$ cat src/rtl/cic_interp_sequencer.sv
// CIC interpolator front-end: zero-stuffs samples by R at a divided strobe rate.
// Optional underrun counter port enabled by define CIC_SEQ_UNDERRUN_CNT_EN.
module cic_interp_sequencer #(
  parameter int IN_W   = 16,
  parameter int OUT_W  = 25,
  parameter int N      = 32,
  parameter int DIV_W  = 16,
  parameter int RATE_W = 8
) (
  input  logic              clk,
  input  logic              rst_n,
  input  logic [DIV_W-1:0]  cfg_div,
  input  logic [RATE_W-1:0] cfg_rate,
  input  logic              start,
  input  logic              stop,
  input  logic              s_valid,
  output logic              s_ready,
  input  logic [IN_W-1:0]   s_data,
  output logic              core_en,
  output logic [OUT_W-1:0]  core_data,
  output logic              busy,
  output logic              underrun
`ifdef CIC_SEQ_UNDERRUN_CNT_EN
  ,
  output logic [15:0]       underrun_cnt
`endif
);

  localparam int CW = $clog2(N + 4);
  localparam logic [CW-1:0] LAST = CW'(N + 2);

  typedef enum logic [1:0] {
    IDLE,
    FLUSH,
    RUN,
    DRAIN
  } state_t;

  state_t             state, state_n;
  logic [DIV_W-1:0]   div_q, div_n;
  logic [RATE_W-1:0]  rate_q, rate_n;
  logic [DIV_W-1:0]   div_cnt, div_cnt_n;
  logic [RATE_W-1:0]  phase, phase_n;
  logic [CW-1:0]      cnt, cnt_n;
  logic               stop_pend, stop_pend_n;
  logic               en_n, und_n;
  logic [OUT_W-1:0]   data_n;
  logic               tick;
  logic signed [OUT_W-1:0] ext;

  assign ext  = OUT_W'($signed(s_data));
  assign busy = (state != IDLE);
  assign tick = busy && (div_cnt == div_q - 1'b1);

  assign s_ready = (state == RUN) && tick &&
                   (phase == '0) && !stop_pend;

  always_ff @(posedge clk) begin
    if (!rst_n) begin
      state     <= IDLE;
      div_q     <= DIV_W'(1);
      rate_q    <= RATE_W'(1);
      div_cnt   <= '0;
      phase     <= '0;
      cnt       <= '0;
      stop_pend <= 1'b0;
      core_en   <= 1'b0;
      core_data <= '0;
      underrun  <= 1'b0;
    end else begin
      state     <= state_n;
      div_q     <= div_n;
      rate_q    <= rate_n;
      div_cnt   <= div_cnt_n;
      phase     <= phase_n;
      cnt       <= cnt_n;
      stop_pend <= stop_pend_n;
      core_en   <= en_n;
      core_data <= data_n;
      underrun  <= und_n;
    end
  end

  always_comb begin
    state_n     = state;
    div_n       = div_q;
    rate_n      = rate_q;
    div_cnt_n   = div_cnt;
    phase_n     = phase;
    cnt_n       = cnt;
    stop_pend_n = stop_pend;
    en_n        = 1'b0;
    data_n      = core_data;
    und_n       = 1'b0;

    if (busy) begin
      div_cnt_n = tick ? '0 : div_cnt + 1'b1;
      if (stop)
        stop_pend_n = 1'b1;
    end

    unique case (state)
      IDLE: begin
        if (start) begin
          div_n       = (cfg_div == '0) ? DIV_W'(1) : cfg_div;
          rate_n      = (cfg_rate == '0) ? RATE_W'(1) : cfg_rate;
          div_cnt_n   = '0;
          phase_n     = '0;
          cnt_n       = '0;
          stop_pend_n = 1'b0;
          state_n     = FLUSH;
        end
      end
      FLUSH: begin
        if (tick) begin
          en_n   = 1'b1;
          data_n = '0;
          if (cnt == LAST) begin
            cnt_n   = '0;
            phase_n = '0;
            state_n = stop_pend ? DRAIN : RUN;
          end else begin
            cnt_n = cnt + 1'b1;
          end
        end
      end
      RUN: begin
        if (tick) begin
          en_n   = 1'b1;
          data_n = '0;
          if (phase == '0 && stop_pend) begin
            // This tick is the first of the drain sequence.
            state_n = DRAIN;
            cnt_n   = CW'(1);
          end else begin
            if (phase == '0) begin
              if (s_valid)
                data_n = ext;
              else
                und_n = 1'b1;
            end
            phase_n = (phase == rate_q - 1'b1) ? '0 : phase + 1'b1;
          end
        end
      end
      DRAIN: begin
        if (tick) begin
          en_n   = 1'b1;
          data_n = '0;
          if (cnt == LAST) begin
            state_n     = IDLE;
            cnt_n       = '0;
            div_cnt_n   = '0;
            stop_pend_n = 1'b0;
          end else begin
            cnt_n = cnt + 1'b1;
          end
        end
      end
      default: state_n = IDLE;
    endcase
  end

`ifdef CIC_SEQ_UNDERRUN_CNT_EN
  logic start_ok;
  assign start_ok = (state == IDLE) && start;

  always_ff @(posedge clk) begin
    if (!rst_n)
      underrun_cnt <= '0;
    else if (start_ok)
      underrun_cnt <= '0;
    else if (underrun && underrun_cnt != 16'hFFFF)
      underrun_cnt <= underrun_cnt + 1'b1;
  end
`endif

endmodule

$ cat config.mk
export PLATFORM = sky130hd
export DESIGN_NAME = cic_interp_sequencer
export DESIGN_NICKNAME = d
export VERILOG_FILES = /design/src/rtl/cic_interp_sequencer.sv
export SDC_FILE = /design/constraint.sdc
export NUM_CORES = 1
export LEC_CHECK = 0
export CAP_MARGIN = 20
export CORE_AREA = 2 2 135 137
export CTS_BUF_LIST = sky130_fd_sc_hd__clkbuf_8
export CTS_CLUSTER_SIZE = 30
export DETAILED_ROUTE_END_ITERATION = 8
export DIE_AREA = 0 0 137 139
export GPL_ROUTABILITY_DRIVEN = 0
export GPL_TIMING_DRIVEN = 0
export RECOVER_POWER = 100
export SLEW_MARGIN = 0
export SYNTH_ARGS = -nofsm -noshare
export SYNTH_HDL_FRONTEND = slang
export SYNTH_SLANG_ARGS = --single-unit
$ cat constraint.sdc
create_clock -name clk -period 3.33 [get_ports clk]
set_clock_uncertainty 0.2 [all_clocks]
set_input_delay 0.666 -clock clk [delete_from_list [all_inputs] [get_ports clk]]
set_output_delay 0.666 -clock clk [all_outputs]
set_load 0.02 [all_outputs]
==> results.tsv <==
metric	value	unit
outcome	finished with violations	
violations	setup timing	
core_area	0.0177	mm2
grt_pass1_vias	3695	
r2r_end	phase[4]	
io_pins	74	
drv_slew	0	
final_cells	863	
cp_slowest_cell	or4_4	
ys_ff_latch	75	
swShare	38.9	%
path_max_fanout	7	
insertion_delay	0.37	ns
die-width	137	um
hpwl	8.77	mm
cp.required	2.46	ns
cp-startpoint	div_q[6]	
dieArea	0.0190	mm2
grt_first_pass_wirelength	18.9	mm
drt-met1-wl	5.47	mm
routed_via_density	4.69	
worst_slack	-0.192	ns
nets	686	
die_h	139	um
final-seq-area	0.00151	mm2
synth_top_family_by_area	simple AND/OR/NAND/NOR gates	
post-route-min-period	3.52	ns
synth_compound_area_share	19.5	%
cts_buffers	9	
min_path_cells	2	
worst_slew_pin_slew	0.738	ns
rr_worst_depth	12	
yosys_warnings	0	
dp_cells	839	
min_to	core_data[6]	
routed_wl	11.6	mm
gr-usage-all-layers	12.5	%
pwr-share-comb	41.4	%
intPower	1.99	mW
syn-num-nets	594	
clock-root-buffer	clkbuf_8	
mostFrequentLayoutCell	nand2_1	
hp-start	core_data[6]	
cap_violations	0	
synth_top_flop_cell	dfxtp_1	
grt_max_degree	14	
hp-class	flip-flop to flip-flop	
drtAntennaViolNets	0	
fillers	1893	
final_cell_mix	nand2_1 (85), dfxtp_1 (70), clkdlybuf4s50_1 (43)	
period_share	106	%
muxShareOfSynthArea	0.692	%
grt-ovfl-total	0	
drive_gt1_share	10.7	%
seq_power_share	34.4	%
yosysUniqueCellTypes	63	
max_freq	284	MHz
finalHoldViolCount	0	
synth-simple-area-share	28.1	%
switching_power	1.27	mW
rr_startpoint	div_q[5]	
io_buffers	73	
worst_setup_path_end_kind	primary output	
design_area	0.00570	mm2
rsz0062_at_grt	yes	
rows	49	
drt-initial-drc-count	287	
cp_top_family	simple AND/OR/NAND/NOR gates	
critPathLaunchType	flip-flop	
syn-instance-count	537	
place_ws	-0.671	ns
drc_errors	0	
tns	-0.358	ns
synthesis.area	0.00434	mm2
p_leak	2.16	nW
vdd_drop_max	0.000230	V
diodes	0	
wl_per_cell	13.4	um
placed_area	0.00536	mm2
antenna_found_initial	0	
clk_path_buf_depth	2	
cp_data_arrival_time	2.66	ns
synth_edf_count	0	
met2_length	5.57	mm
ctsHtreeMaxLevel	3	
routed.top_layer	met4	
setup_violations	7	
synth_xor_area_share	8.27	%
async_reset_ff_share	0	%
met3_length	416	um
ff2ff_setup_slack	-0.05	ns
crit_buf_inv	1	
clock_sinks	75	
initial_utilization	24.6	%
relSlewSlack	50.1	%
area_growth	31.4	%
multiInputGateArea	0.00265	mm2
synthAdderAreaFrac	3.46	%
crit_chain	nor3_4, nand4_2, or4_4, a2111oi_4, o211ai_1, nor3_2, buf_4	
clkTransAtPathRegs	0.09	ns
ys_seq_area_share	34.6	%
dr.pass1.iters	5	
tritoncts	done	
critPathKind	flip-flop to primary output	
p_clk_share	24.3	%
power_density	571	mW/mm2
cpPeakStageDelay	0.57	ns
vias	4045	
avgSynthCellArea	8.08	um2
-- state kept, by name (all words and copies together), names as in the netlist, 2 cells and up --
name	cells
core_data	16
cnt	6
state	2
phase	8
div_q	16
rate_q	8
div_cnt	16
-- per-layer routing --
metal / vias to the layer above / GRT usage, %
li1: 2079 / -
met1: 1898 / 16.5
met2: 59 / 20.1
met3: 9 / 3.25
met4: 0 / 3.58
met5: - / 0
-- stage by stage --
stage / hold slack (ns) / power [mW] / util (%)
floorplan: 0.256 / 2.00 / -
global placement: 0.242 / 2.43 / 30.4
detailed placement: 0.245 / 2.43 / 30.4
CTS: 0.259 / 3.29 / 32.0
global route: 0.279 / 3.49 / 32.3
finish: 0.252 / 3.26 / 32.3
-- worst max-delay path by stage --
| stage | slack [ns] | endpoint | cells after the start |
|---|---|---|---|
| detailed placement | -0.67 | s_ready | 7 |
| CTS | -0.25 | s_ready | 7 |
| floorplan | 0.11 | s_ready | 6 |
| global placement | -0.68 | s_ready | 7 |
| finish | -0.19 | s_ready | 7 |
| global route | -0.38 | s_ready | 7 |
-- timing repair --
item | CTS | global route
pin swaps | 8 | 3
hold buffers | 0 | 0
resized for setup | 16 | 19
buffers inserted | 5 | 4
endpoints found under the setup margin | 32 | 37
-- worst reg2reg max path, cell delays in order (launching register included) --
cell	delay [ns]
dfxtp_4	0.38
nor4_4	0.32
buf_4	0.16
clkbuf_2	0.15
and3_1	0.22
xnor2_1	0.08
a211o_1	0.31
o2bb2ai_2	0.18
nand4bb_1	0.35
or4_1	0.56
buf_2	0.18
nor2b_1	0.12
o22a_1	0.13
-- cells by family after synthesis --
kind of cell,after synthesis
flip-flops,75
buffers and inverters,53
AND/OR/NAND/NOR,239
XOR/XNOR,41
adder cells (fa/ha/maj),12
multiplexers,3
AO/OA/AOI/OAI,114
-- power by group through the flow --
| stage | Sequential (mW) | Combinational (mW) | Clock (mW) |
|---|---|---|---|
| after floorplan | 1.14 | 0.859 | 0 |
| after global placement | 1.13 | 1.29 | 0 |
| after detailed placement | 1.13 | 1.30 | 0 |
| after CTS | 1.12 | 1.34 | 0.827 |
| after global routing | 1.14 | 1.49 | 0.866 |
| final | 1.12 | 1.35 | 0.790 |
-- cell usage after synthesis, types with 4 or more instances --
cell      instances  share of area (%)
nor3_1           12                1.4
a21oi_1           5               0.58
o22a_1            6                1.2
inv_1            15                1.3
a21boi_0         36                6.2
nand4_1           5               0.72
nand3_1          36                4.2
ha_1             12                3.5
a21boi_1          5               0.86
nand2_1          85                7.4
a211o_1           4               0.81
dfxtp_1          75                 35
and2_1            5               0.72
o211ai_1          7                1.2
a211oi_1          7                1.2
nor4_1            7                1.0
xor2_1           23                4.6
nor2_1           40                3.5
clkbuf_1         24                2.1
buf_4             9                1.6
and4_1            5                1.0
nor2b_1           4               0.58
and3_1           13                1.9
xnor2_1          18                3.6
o21ai_0          19                2.2
-- final cells by class --
type | instances | area share [%]
plain buffers | 35 | 3.12
clock buffers | 9 | 2.17
clock inverters | 7 | 1.65
inverters | 16 | 1.05
multi-input cells | 409 | 46.5
flip-flops and latches | 75 | 26.5
well taps | 229 | 5.03
repair buffers | 83 | 14.0
No activity file was read; power rests on OpenSTA's default activity.
